==> config.mk <==
export PLATFORM = sky130hd
export DESIGN_NAME = fixed_divider
export DESIGN_NICKNAME = d
export VERILOG_FILES = /design/src/rtl/fixed_pkg.sv /design/src/rtl/fixed_divider.sv
export SDC_FILE = /design/constraint.sdc
export NUM_CORES = 1
export LEC_CHECK = 0
export ABC_CLOCK_PERIOD_IN_PS = 6400
export BUFFER_PORTS_ARGS = -buffer_cell sky130_fd_sc_hd__buf_4
export CORE_ASPECT_RATIO = 0.5
export CORE_UTILIZATION = 60
export CTS_CLUSTER_DIAMETER = 60
export CTS_CLUSTER_SIZE = 8
export DETAILED_ROUTE_END_ITERATION = 16
export PLACE_DENSITY_LB_ADDON = 0.2
export SYNTH_ARGS = -nofsm -noshare
export SYNTH_HDL_FRONTEND = slang
export SYNTH_SLANG_ARGS = --single-unit
==> constraint.sdc <==
create_clock -name i_clk -period 6.4 [get_ports i_clk]
set_input_delay 0.96 -clock i_clk [delete_from_list [all_inputs] [get_ports i_clk]]
set_output_delay 0.96 -clock i_clk [all_outputs]
set_load 0.005 [all_outputs]
==> src/rtl/fixed_pkg.sv <==
// Shared definitions for the metaball fixed-point divider: default Q-format,
// FSM state encoding and the saturated-magnitude helper.
package fixed_pkg;

  localparam int unsigned FIXED_Q = 15;
  localparam int unsigned FIXED_N = 32;

  typedef enum logic [1:0] {
    IDLE   = 2'd0,
    RUN    = 2'd1,
    FINISH = 2'd2
  } div_state_t;

  // Largest magnitude representable in an n-bit sign-magnitude word.
  function automatic logic [63:0] sat_mag(input int unsigned n);
    return (64'd1 << (n - 1)) - 64'd1;
  endfunction

endpackage

==> src/rtl/fixed_divider.sv <==
// Sequential sign-magnitude Q-format divider: restoring shift-subtract, one
// quotient bit per cycle, saturating result with a one-cycle completion pulse.
module fixed_divider
  import fixed_pkg::*;
#(
  parameter int unsigned Q = FIXED_Q,
  parameter int unsigned N = FIXED_N
) (
  input  logic         i_clk,
  input  logic         i_rst,
  input  logic [N-1:0] i_dividend,
  input  logic [N-1:0] i_divisor,
  input  logic         i_start,
  output logic [N-1:0] o_quotient_out,
  output logic         o_complete,
  output logic         o_overflow,
  output logic         o_busy
);

  localparam int unsigned W  = N - 1 + Q;
  localparam int unsigned CW = $clog2(W + 1);
  localparam logic [N-2:0] SAT = (N-1)'(sat_mag(N));

  div_state_t      state_q;
  logic            sign_q;
  logic [W-1:0]    num_q;
  logic [W-1:0]    num_d;
  logic [N-1:0]    rem_q;
  logic [N-1:0]    rem_d;
  logic [N-2:0]    den_q;
  logic [CW-1:0]   count_q;

  logic [N:0]      trial_c;
  logic            take_c;
  logic            ovf_c;
  logic [N-2:0]    mag_c;

  // One restoring step; num_q shifts dividend bits out and quotient bits in.
  always_comb begin
    trial_c = {rem_q, num_q[W-1]};
    take_c  = (trial_c >= (N+1)'(den_q));
    rem_d   = take_c ? N'(trial_c - (N+1)'(den_q)) : N'(trial_c);
    num_d   = {num_q[W-2:0], take_c};
    ovf_c   = (den_q == '0) || (|num_q[W-1 -: Q]);
    mag_c   = ovf_c ? SAT : num_q[N-2:0];
  end

  always_ff @(posedge i_clk) begin
    if (i_rst) begin
      state_q        <= IDLE;
      sign_q         <= 1'b0;
      num_q          <= '0;
      rem_q          <= '0;
      den_q          <= '0;
      count_q        <= '0;
      o_quotient_out <= '0;
      o_complete     <= 1'b0;
      o_overflow     <= 1'b0;
      o_busy         <= 1'b0;
    end else begin
      case (state_q)
        IDLE: begin
          o_complete <= 1'b0;
          if (i_start) begin
            sign_q  <= i_dividend[N-1] ^ i_divisor[N-1];
            num_q   <= {i_dividend[N-2:0], {Q{1'b0}}};
            den_q   <= i_divisor[N-2:0];
            rem_q   <= '0;
            count_q <= CW'(W);
            o_busy  <= 1'b1;
            state_q <= RUN;
          end
        end
        RUN: begin
          rem_q   <= rem_d;
          num_q   <= num_d;
          count_q <= count_q - CW'(1);
          if (count_q == CW'(1)) state_q <= FINISH;
        end
        FINISH: begin
          // A zero magnitude never carries a sign bit.
          o_quotient_out <= {sign_q & (mag_c != '0), mag_c};
          o_overflow     <= ovf_c;
          o_complete     <= 1'b1;
          o_busy         <= 1'b0;
          state_q        <= IDLE;
        end
        default: state_q <= IDLE;
      endcase
    end
  end

endmodule

# [Word-level counts from Yosys, hierarchy flattened]
# Cells that the tools add are included.
[totals] inputBits=67 mem_count=0 mem_bits_rw=0 latch_bits=0 output_inout_bits=35 mem_bits_ro=0 regBits=153 elab_cells=45
[classes] n_lt_le_gt_ge=1 n_shift=0 n_div=0 n_bitwise=2 reduce_logical=11 add_sub_neg=2 n_eq_ne=5 n_mul=0 n_mux=14
[ops] cell="$pmux W46 S2" n=1
[ops] cell="$mux W32" n=2
[ops] cell="$pmux W32 S2" n=1
[ops] cell="$mux W46" n=1
[ops] cell="$ge A33 B31 Y1" n=1
[ops] cell="$sub A32 B31 Y32" n=1
[ops] cell="$logic_not A31 Y1" n=1
[ops] cell="$mux W31" n=1
[ops] cell="$reduce_bool A31 Y1" n=1
[ops] cell="$reduce_or A15 Y1" n=1
[ops] cell="$pmux W6 S2" n=1
[ops] cell="$reduce_and A2 Y1" n=4
[ops] cell="$eq A6 B1 Y1 const B" n=1
[ops] cell="$mux W6" n=1
[ops] cell="$sub A6 B1 Y6 const B" n=1
[ops] cell="$mux W2" n=2
[ops] cell="$ne A2 B2 Y1 const B" n=2
[ops] cell="$pmux W1 S2" n=2
[ops] cell="$pmux W2 S2" n=1
[ops] cell="$reduce_bool A2 Y1" n=2
[ops] cell="$eq A2 B1 Y1 const B" n=1
[ops] cell="$eq A2 B2 Y1 const B" n=1
[ops] cell="$logic_not A2 Y1" n=1
[ops] cell="$and A1 B1 Y1" n=1
[ops] cell="3 further kinds" n=3

# [Logic depth before layout (Yosys ltp)]
# Gate-level depths: netlist of the first run.
[depth] depth_word=5 ltp_mapped=13 depth_no_buf=12

# [Worst setup path after synthesis of the first run]
# OpenSTA, ideal clock, no wires.
[synth_timing] path_type="register -> register" from="register den_q[1]" to="register rem_q[16]" path_buffers=2 required_time_ns=6.269 slack_ns=3.909 arrival_ns=2.360 path_stages_with_launch=13 setup_ns=0.131 synth_period_minus_slack_ns=2.491 cell_sequence="dfxtp_1 > inv_1 > ha_1 > nand2b_1 > a211o_1 > a31o_1 > o21a_1 > o21a_1 > o21a_1 > buf_6 > buf_2 > a32oi_1 > o21ai_0"
[synth_between] elab_chain_len=3 word_cells_on_any_way=4 classes_between="add/sub (1); order compare (1); mux (2)"
[synth_rtl] item="start: declaration" line="fixed_divider.sv:30" text="logic [N-2:0] den_q;"
[synth_rtl] item="start signal: assignment" line="fixed_divider.sv:67" text="den_q <= i_divisor[N-2:0];"
[synth_rtl] item="$sub A32 B31 Y32 or $ge A33 B31 Y1 (tied branches)" line="fixed_divider.sv:42, fixed_divider.sv:41"
[synth_rtl] item="$mux W32 *" line="fixed_divider.sv:42" text="rem_d = take_c ? N'(trial_c - (N+1)'(den_q)) : N'(trial_c);"
[synth_rtl] item="$pmux W32 S2 *" line="fixed_divider.sv:61" text="case (state_q)"
[synth_rtl] item="end signal: assignment" line="fixed_divider.sv:75" text="rem_q <= rem_d;"
[synth_rtl] item="end: declaration" line="fixed_divider.sv:28" text="logic [N-1:0] rem_q;"
# Mark *: on every way between the ends. The rest lies on a longest branch, timed or not.
# A chain may end at the register's enable or synchronous reset.

# [Worst setup path after layout of the first run]
[layout_timing] from="register den_q[18]" to="register rem_q[31]"
# Same word-level chain as after synthesis.

==> flow_metrics.tcl, run 1 <==
set metrics [dict create \
    crit_fanout 27 \
    timing.fmax_ghz 0.301 \
    wl_per_cell_um 17.0 \
    syn_avg_cell_area_um2 7.74 \
    max_cap_violations 0 \
    critPathKind "flop to flop" \
    area_delta_synth_final_pct 18.3 \
    drt_iter0_drc 797 \
    worstMarginPinSlew_ps 1230 \
    fin_util 0.746 \
    clk_latency_ps 430 \
    synth_edf_count 0 \
    drive_above_1_share 0.142 \
    viasPerCell 6.13 \
    yosys_warnings 0 \
    post-cts-setup-buffer-count 0 \
    grt_usage 0.321 \
    fin_crit_sh 0.519 \
    core_um2 12100 \
    place_hpwl_mm 14.1 \
    ir_worst_vdd_mv 0.540 \
    syn_nets 1086 \
    r2r_end "rem_q[31]$_SDFFE_PP0P_" \
    min_period_ps 3320 \
    syn_area_um2 7620 \
    slowest_delay_ps 420 \
    max-clock-path-buffers 2 \
    nNetsFinal 1150 \
    critPathCaptureType "flop" \
    min_path_type "flop to flop" \
    critPathTopFamily "compound AO/OA/AOI/OAI gates" \
    relSlewSlack 0.178 \
    htreeDepth 4 \
    crit_path_frequent_cell "nand4_1" \
    worstSetupPathDepth 12 \
    required_ps 6700 \
    antenna_left 0 \
    arrival_ps 3620 \
    gp_congestion 0.969 \
    power_leakage_uw 0.00364 \
    r2r-start "den_q[18]$_SDFFE_PP0P_" \
    stdcell_count 1227 \
    skew_ps 11.9 \
    first_global_vias 6659 \
    placed_cells 1195 \
    synth_ff_type "dfxtp_1" \
    synth-seq-cells 153 \
    dieHeight_um 81.7 \
    clk_pin_slew_worst_paths_ps 70 \
    hold_violations 0 \
    synth_seq_area_share 0.402 \
    num_antenna_cells 0 \
    power_density_nw_per_um2 562 \
    start_kind "flop" \
    worstHoldStart "rem_q[31]$_SDFFE_PP0P_" \
    die_area_um2 13200 \
    multi_input_area_um2 4190 \
    whs_path_depth 2 \
    cts_made_buffers 17 \
    post-route-drc-count 0 \
    fillCellCount 944 \
    chipWidth_um 161 \
    postSynth.asyncResetShare 0 \
    final_max_slew_viol_count 0 \
    ctsResizeCount 0 \
    initial_core_util 0.630 \
    grt_pass1_wl_mm 33.3 \
    path_cells "inv_1 > ha_1 > nand4_1 > nor4b_2 > nand4_1 > a22oi_1 > a21oi_1 > o21a_1 > buf_4 > a211oi_2 > xnor2_1 > o21ai_1" \
    placementRows 28 \
    port_buffers 101 \
    path_buf_inv 2 \
    wl_mm 20.9 \
    holdPathEnd "rem_q[31]$_SDFFE_PP0P_" \
    ys_top_cells_by_area "dfxtp_1, nand2_1, a21oi_1" \
    status "completed" \
    synthDistinctLibCells 55 \
    gr-total-overflow 0 \
    setup_tns_ps 0 \
    first_pass_iters 6 \
    cts_tree "done" \
    synth.largest_area_cell "dfxtp_1" \
    synthCells 985 \
    postCtsHoldBufs 0 \
    regArea_um2 3060 \
    grt_max_degree 116 \
    synth_top_area_share 0.402 \
    finalSetupViolCount 0 \
    num_vias 7522 \
    rsz0062_at_grt "false" \
    root_buffer "clkbuf_16" \
    clock-sinks 153 \
    antenna_found_initial 0 \
    r2r_cells 12 \
    ios 102 \
    crit_slowest_cell "ha_1" \
    reg2reg_slack_ps 3080 \
]
power by group:
part           switching, µW  internal, µW
Combinational           1740          1100
Clock                    454           591
Sequential               112          1070
Total                   2300          2760
cell usage in the layout (no fill, tap or decap), drive strengths merged, types with 13 or more instances in the layout:
master / netlist / final
a21oi: 119 / 119
a22oi: 33 / 33
a32oi: 13 / 13
buf: 10 / 109
clkbuf: 54 / 18
dfxtp: 153 / 153
ha: 33 / 33
inv: 37 / 46
nand2: 165 / 165
nand3: 16 / 16
nor2: 72 / 72
nor3: 79 / 79
nor4: 19 / 19
o21ai: 51 / 51
xnor2: 14 / 14
Yosys cell counts (3+ instances only):
library cell	instances
nor3_1	79
o21bai_1	4
o21ai_1	9
nand2_1	165
a31oi_1	3
xnor2_1	14
and3_1	5
a211oi_1	11
nor4_1	19
clkbuf_1	53
nor2_1	72
o21ai_0	42
a22o_1	9
a21o_1	9
ha_1	33
o21a_1	6
nand4_1	12
buf_2	7
nor2b_1	5
nand2b_1	4
xor2_1	11
and2_1	3
a32oi_1	13
inv_1	37
mux2i_1	9
a22oi_1	33
nand3_1	16
a21oi_1	119
dfxtp_1	153
sequential cells by signal, indices dropped and copies added (netlist names):
register and cells:
num_q 46, o_quotient_out 32, rem_q 32, den_q 31
count_q 6, state_q 2, o_busy 1, o_complete 1
o_overflow 1, sign_q 1
per-stage QoR:
stage | power, µW | hold slack, ps | cell area, µm² | worst slack, ps
floorplan | 3390 | 425 | 7620 | 3910
global placement | 3900 | 432 | 8410 | 3230
detailed placement | 3950 | 453 | 8410 | 3140
CTS | 5000 | 463 | 9010 | 3150
global route | 5390 | 488 | 9010 | 2780
finish | 5060 | 463 | 9010 | 3080
metal layers:
layer	wire [µm]	vias up	GRT usage	part of all wire
met5	0	-	0	0
met4	260	0	0.0840	0.012
met3	1730	29	0.0682	0.083
met2	9330	304	0.522	0.45
met1	9580	3567	0.437	0.46
li1	-	3622	-	-
how the worst max path moves through the flow:
| stage | start | endpoint | slack (ps) |
|---|---|---|---|
| global placement | den_q[14]$_SDFFE_PP0P_ | rem_q[6]$_SDFFE_PP0P_ | 3230 |
| detailed placement | den_q[1]$_SDFFE_PP0P_ | rem_q[22]$_SDFFE_PP0P_ | 3140 |
| global route | num_q[45]$_SDFFE_PP0P_ | rem_q[22]$_SDFFE_PP0P_ | 2780 |
| CTS | den_q[1]$_SDFFE_PP0P_ | rem_q[20]$_SDFFE_PP0P_ | 3150 |
| finish | den_q[18]$_SDFFE_PP0P_ | rem_q[31]$_SDFFE_PP0P_ | 3080 |
| floorplan | den_q[1]$_SDFFE_PP0P_ | rem_q[16]$_SDFFE_PP0P_ | 3910 |
cell type report:
class / instances / area share
Tap cell: 165 / 0.0229
Clock inverter: 14 / 0.0189
Inverter: 37 / 0.0154
Clock buffer: 18 / 0.0476
Timing Repair Buffer: 109 / 0.0908
Sequential cell: 153 / 0.340
Multi-Input combinational cell: 731 / 0.464
cells by family (layout without fill, tap and decap cells):
group | Yosys count | after routing | synth area share
xor gates and xnor gates | 25 | 25 | 0.0287
DFF | 153 | 153 | 0.402
adders and majority gates | 34 | 34 | 0.0568
muxes | 10 | 10 | 0.0133
AOI/OAI and AO/OA | 273 | 273 | 0.218
and+or+nand+nor | 389 | 389 | 0.228
buffers and inverters | 101 | 178 | 0.0525
worst reg2reg max path, stage by stage, from the launching register on:
cell and delay, ps:
dfxtp_1 360, inv_1 100, ha_1 420, nand4_1 230, nor4b_2 410, nand4_1 170, a22oi_1 340, a21oi_1 100
o21a_1 300, buf_4 330, a211oi_2 210, xnor2_1 150, o21ai_1 80
(Power assumes the default switching activity.)
==> run 2: changes to the inputs <==
--- a/config.mk
+++ b/config.mk
@@ -5,10 +5,10 @@
 export SDC_FILE = /design/constraint.sdc
 export NUM_CORES = 1
 export LEC_CHECK = 0
-export ABC_CLOCK_PERIOD_IN_PS = 6400
+export ABC_CLOCK_PERIOD_IN_PS = 2900
 export BUFFER_PORTS_ARGS = -buffer_cell sky130_fd_sc_hd__buf_4
 export CORE_ASPECT_RATIO = 0.5
-export CORE_UTILIZATION = 60
+export CORE_UTILIZATION = 52
 export CTS_CLUSTER_DIAMETER = 60
 export CTS_CLUSTER_SIZE = 8
 export DETAILED_ROUTE_END_ITERATION = 16
==> constraint.sdc (replaced) <==
create_clock -name i_clk -period 2.9 [get_ports i_clk]
set_input_delay 0.435 -clock i_clk [delete_from_list [all_inputs] [get_ports i_clk]]
set_output_delay 0.435 -clock i_clk [all_outputs]
set_load 0.005 [all_outputs]
==> flow_metrics.tcl, run 2 (synthesis gave the netlist of run 1 again) <==
set metrics [dict create \
    status "completed" \
    num_antenna_cells 0 \
    dieHeight_um 87.6 \
    grt_max_degree 81 \
    relSlewSlack 0.451 \
    design_area_um2 9280 \
    fin_crit_sh 0.942 \
    core_um2 13900 \
    hold_violations 0 \
    drt_iter0_drc 518 \
    arrival_ps 3040 \
    cts_made_buffers 17 \
    post-route-drc-count 0 \
    gp_congestion 0.917 \
    swShare 0.454 \
    grt_pass1_wl_mm 33.6 \
    area_delta_synth_final_pct 21.8 \
    first_pass_iters 5 \
    htreeDepth 4 \
    place_hpwl_mm 14.8 \
    worstMarginPinSlew_ps 824 \
    final_common_cell "nand2_1" \
    p_seq_frac 0.219 \
    cts_tree "done" \
    ios 102 \
    num_vias 7387 \
    chipWidth_um 173 \
    clk_latency_ps 440 \
    drive_above_1_share 0.170 \
    p_int_uw 6500 \
    die_area_um2 15200 \
    power_density_nw_per_um2 1280 \
    antenna_found_initial 0 \
    crit_fanout 17 \
    skew_ps 15.3 \
    max-clock-path-buffers 2 \
    rsz0062_at_grt "false" \
    gr-total-overflow 0 \
    root_buffer "clkbuf_16" \
    final_max_slew_viol_count 0 \
    port_buffers 101 \
    required_ps 3210 \
    final_cell_mix "nand2_1, dfxtp_1, buf_4" \
    power_leakage_uw 0.00376 \
    initial_core_util 0.547 \
    p_comb_frac 0.594 \
    viasPerCell 5.79 \
    nNetsFinal 1171 \
    largest_reg_flops 46 \
    wl_mm 21.0 \
    start_kind "flop" \
    grt_usage 0.279 \
    antenna_left 0 \
    switchingPower_uw 5410 \
    max_cap_violations 0 \
    critPathCaptureType "flop" \
    timing.fmax_ghz 0.366 \
    largest_registers "num_q: 46 flops, o_quotient_out: 32 flops, rem_q: 32 flops" \
    clockPowerShare 0.188 \
    wl_per_cell_um 16.5 \
    regMostFlops "num_q" \
    first_global_vias 6658 \
    clock-sinks 153 \
    postCtsHoldBufs 0 \
    min_path_type "primary input to flop" \
    finalSetupViolCount 0 \
    clk_pin_slew_worst_paths_ps 70 \
    critPathKind "flop to flop" \
    min_period_ps 2730 \
    fin_util 0.666 \
    placementRows 30 \
    placed_area_um2 8600 \
    setup_tns_ps 0 \
    ir_worst_vdd_mv 1.15 \
]
-- run 2: repair_timing --
action | in CTS | in global routing
endpoints found under the hold margin | 0 | 0
gates cloned | 0 | 1
pin swaps | 0 | 3
setup endpoints to repair | 5 | 32
gates resized for setup | 2 | 12
setup buffers | 0 | 1
-- run 2: area by class of cell --
class,count,area [µm²]
flip-flops and latches,153,3060
well taps,192,240
clock inverters,15,168
repair buffers,130,1010
multi-input cells,731,4240
clock buffers,17,425
inverters,37,139
fillers,1215,4640
-- run 2: worst max-delay path, cell delays in order, from the launching register on --
cell and delay (ps):
dfxtp_1 350, inv_1 50, ha_1 310, nand2_1 90
a211o_1 270, a31o_1 290, o21a_1 230, o21a_1 220
o21a_2 260, buf_12 170, a211oi_2 170, xnor2_1 140
o21ai_1 70
-- run 2: metrics by stage --
| stage | total power, µW | setup WS, ps | std cells | hold WS (ps) |
|---|---|---|---|---|
| 3_5_place_dp | 9120 | 6.48 | 1241 | 442 |
| 4_1_cts | 11400 | 67.8 | 1273 | 240 |
| 5_1_grt | 12700 | 11.8 | 1275 | 255 |
| 6_report | 11900 | 169 | 1275 | 255 |
| 2_1_floorplan | 7480 | 409 | 985 | 425 |
| 3_3_place_gp | 9070 | 103 | 1241 | 440 |
-- run 2: layer usage --
metal / up-vias / wire [µm] / global-route usage
li1: 3656 / - / -
met1: 3500 / 10000 / 0.373
met2: 213 / 9390 / 0.453
met3: 18 / 1390 / 0.0707
met4: 0 / 211 / 0.0756
met5: - / 0 / 0
-- run 2: power groups by stage --
| stage | clock network (µW) | registers (µW) | logic, µW |
|---|---|---|---|
| after floorplan | 0 | 2570 | 4910 |
| after global placement | 0 | 2630 | 6440 |
| after detailed placement | 0 | 2640 | 6480 |
| after CTS | 2260 | 2600 | 6550 |
| after global routing | 2340 | 2640 | 7700 |
| final | 2240 | 2610 | 7070 |
-- run 2: worst paths after layout --
path                            slack, ps                      to                    from  depth (start not counted)
worst max register to register        170  rem_q[31]$_SDFFE_PP0P_   den_q[4]$_SDFFE_PP0P_                         12
worst min-delay path                  250   den_q[5]$_SDFFE_PP0P_            i_divisor[5]                          3
worst min register to register        450  rem_q[31]$_SDFFE_PP0P_  rem_q[31]$_SDFFE_PP0P_                          2
worst max-delay path                  170  rem_q[31]$_SDFFE_PP0P_   den_q[4]$_SDFFE_PP0P_                         12
==> run 3: changes to the inputs <==
--- a/config.mk
+++ b/config.mk
@@ -5,10 +5,11 @@
 export SDC_FILE = /design/constraint.sdc
 export NUM_CORES = 1
 export LEC_CHECK = 0
+export ABC_AREA = 1
 export ABC_CLOCK_PERIOD_IN_PS = 2900
 export BUFFER_PORTS_ARGS = -buffer_cell sky130_fd_sc_hd__buf_4
 export CORE_ASPECT_RATIO = 0.5
-export CORE_UTILIZATION = 52
+export CORE_UTILIZATION = 53
 export CTS_CLUSTER_DIAMETER = 60
 export CTS_CLUSTER_SIZE = 8
 export DETAILED_ROUTE_END_ITERATION = 16
==> flow_metrics.tcl, run 3 <==
set metrics [dict create \
    status "completed" \
    p_comb_frac 0.629 \
    worstMarginPinSlew_ps 701 \
    max-clock-path-buffers 2 \
    ios 102 \
    cts_made_buffers 17 \
    antenna_left 0 \
    nNetsFinal 1512 \
    post-route-drc-count 0 \
    place_hpwl_mm 19.1 \
    post-cts-setup-buffer-count 0 \
    num_vias 8781 \
    top_layer "met4" \
    synthDistinctLibCells 45 \
    antenna_found_initial 0 \
    syn_nets 1430 \
    design_area_um2 10200 \
    regArea_um2 3060 \
    r2r-start "den_q[28]$_SDFFE_PP0P_" \
    synth_seq_area_share 0.350 \
    synth_top_area_share 0.350 \
    rsz0062_at_grt "false" \
    grt_max_degree 61 \
    grt_usage 0.315 \
    fin_crit_sh 0.897 \
    root_buffer "clkbuf_16" \
    crit_fanout 33 \
    clockPowerShare 0.169 \
    clk_latency_ps 430 \
    placementRows 32 \
    arrival_ps 2930 \
    critPathKind "flop to flop" \
    first_pass_iters 5 \
    htreeDepth 4 \
    skew_ps 16.1 \
    first_global_vias 8217 \
    p_seq_frac 0.202 \
    ctsResizeCount 0 \
    gp_congestion 0.993 \
    timing.fmax_ghz 0.384 \
    yosys.cell_count.top_type "nand2_1" \
    synthCells 1329 \
    postSynth.asyncResetShare 0 \
    area_delta_synth_final_pct 16.9 \
    final_cell_mix "nand2_1, inv_1, dfxtp_1" \
    min_period_ps 2600 \
    finalSetupViolCount 0 \
    core_um2 15800 \
    num_antenna_cells 0 \
    wl_mm 25.6 \
    cp-startpoint "den_q[28]$_SDFFE_PP0P_" \
    port_buffers 101 \
    power_leakage_uw 0.00523 \
    synth.largest_area_cell "dfxtp_1" \
    synth-seq-cells 153 \
    viasPerCell 5.34 \
    wl_per_cell_um 15.6 \
    gr-total-overflow 0 \
    drive_above_1_share 0.129 \
    required_ps 3230 \
    switchingPower_uw 6850 \
    min_path_type "primary input to flop" \
    synth_edf_count 0 \
    final_max_slew_viol_count 0 \
    regMostFlops "num_q" \
    worstHoldStart "i_rst" \
    placed_area_um2 9630 \
    finalPower_uw 13300 \
    chipWidth_um 184 \
    syn_area_um2 8740 \
    swShare 0.515 \
    drt_iter0_drc 820 \
    synth_ff_type "dfxtp_1" \
    setup_tns_ps 0 \
    power_density_nw_per_um2 1300 \
    syn_avg_cell_area_um2 6.58 \
    multi_input_area_um2 4560 \
    dieHeight_um 92.8 \
    grt_pass1_wl_mm 41.8 \
    ys_top_cells_by_count "nand2_1, inv_1, dfxtp_1, nand3_1, nor2_1" \
    largest_reg_flops 46 \
    largest_registers "num_q: 46 flops, o_quotient_out: 32 flops, rem_q: 32 flops" \
    max_cap_violations 0 \
    postCtsHoldBufs 0 \
    wl_met2_mm 10.5 \
    die_area_um2 17000 \
    ys_top_cells_by_area "dfxtp_1, nand2_1, inv_1" \
    wirelength_met1_mm 12.5 \
    cts_tree "done" \
    ir_worst_vdd_mv 0.967 \
    hold_violations 0 \
    clock-sinks 153 \
    p_int_uw 6470 \
    final_common_cell "nand2_1" \
    critPathCaptureType "flop" \
    initial_core_util 0.554 \
    start_kind "flop" \
    relSlewSlack 0.532 \
    clk_pin_slew_worst_paths_ps 70 \
    met3_length_mm 2.36 \
    fillCellCount 1496 \
    yosys_warnings 0 \
]
-- run 3: cell types whose count changed in the layout (fill, tap and decap cells not counted), moves of 12 or more --
cell | before | now
nor4_1 | 19 | 4
inv_1 | 37 | 224
nor3_1 | 78 | 15
nand2_1 | 164 | 355
nor2_1 | 70 | 90
a21oi_1 | 117 | 60
nand3_1 | 16 | 100
a32oi_1 | 13 | 0
o21ai_1 | 10 | 22
o211ai_1 | 2 | 17
o21ai_0 | 40 | 59
buf_4 | 128 | 113
-- run 3: metrics by stage --
stage	instances	utilization	hold WS (ps)	setup slack, ps
2_1_floorplan	1329	-	427	948
4_1_cts	1645	0.648	241	344
3_3_place_gp	1613	0.611	445	370
5_1_grt	1645	0.648	253	104
3_5_place_dp	1613	0.611	455	345
6_report	1645	0.648	245	299
-- run 3: cell type report --
type                            count  share of cell area
Clock buffer                       17              0.0416
Clock inverter                     15              0.0162
Inverter                          235              0.0863
Multi-Input combinational cell    891               0.446
Sequential cell                   153               0.300
Tap cell                          221              0.0270
Timing Repair Buffer              113              0.0830
-- run 3: worst max-delay path, stage by stage (launching register included) --
cell and delay (ps):
dfxtp_1 340, inv_1 90, ha_1 370, a21oi_1 300
nand2_1 120, a21oi_2 160, nand2_2 110, nor2_8 300
nand2_8 220, nand2_2 240, nand2_1 100, nand2_1 80
nand2_1 50
-- run 3: layer usage --
| metal | up-vias | global-route usage |
|---|---|---|
| li1 | 4427 | - |
| met2 | 289 | 0.472 |
| met5 | - | 0 |
| met3 | 14 | 0.0716 |
| met1 | 4051 | 0.456 |
| met4 | 0 | 0.0681 |
-- run 3: kinds of logic (layout without fill, tap and decap cells) --
family	after synthesis	after routing	synth area share
buf+inv	285	380	0.128
compound gates	220	220	0.149
flops	153	153	0.350
xor+xnor	15	15	0.0150
fa+ha+maj	34	34	0.0495
simple gates	622	622	0.308
-- run 3: power by group through the flow --
| stage | clock [µW] | combinational, µW | sequential (µW) |
|---|---|---|---|
| after detailed placement | 0 | 8230 | 2730 |
| after global routing | 2360 | 9440 | 2730 |
| after global placement | 0 | 8190 | 2720 |
| after CTS | 2280 | 8270 | 2690 |
| after floorplan | 0 | 6480 | 2660 |
| final | 2250 | 8370 | 2700 |
-- run 3: final timing paths --
kind / end / slack [ps] / cells after the start
hold reg to reg: sign_q$_SDFFE_PP0P_ / 460 / 2
hold / removal: count_q[0]$_SDFFE_PP0P_ / 240 / 2
setup reg to reg: rem_q[25]$_SDFFE_PP0P_ / 300 / 12
setup / recovery: rem_q[25]$_SDFFE_PP0P_ / 300 / 12
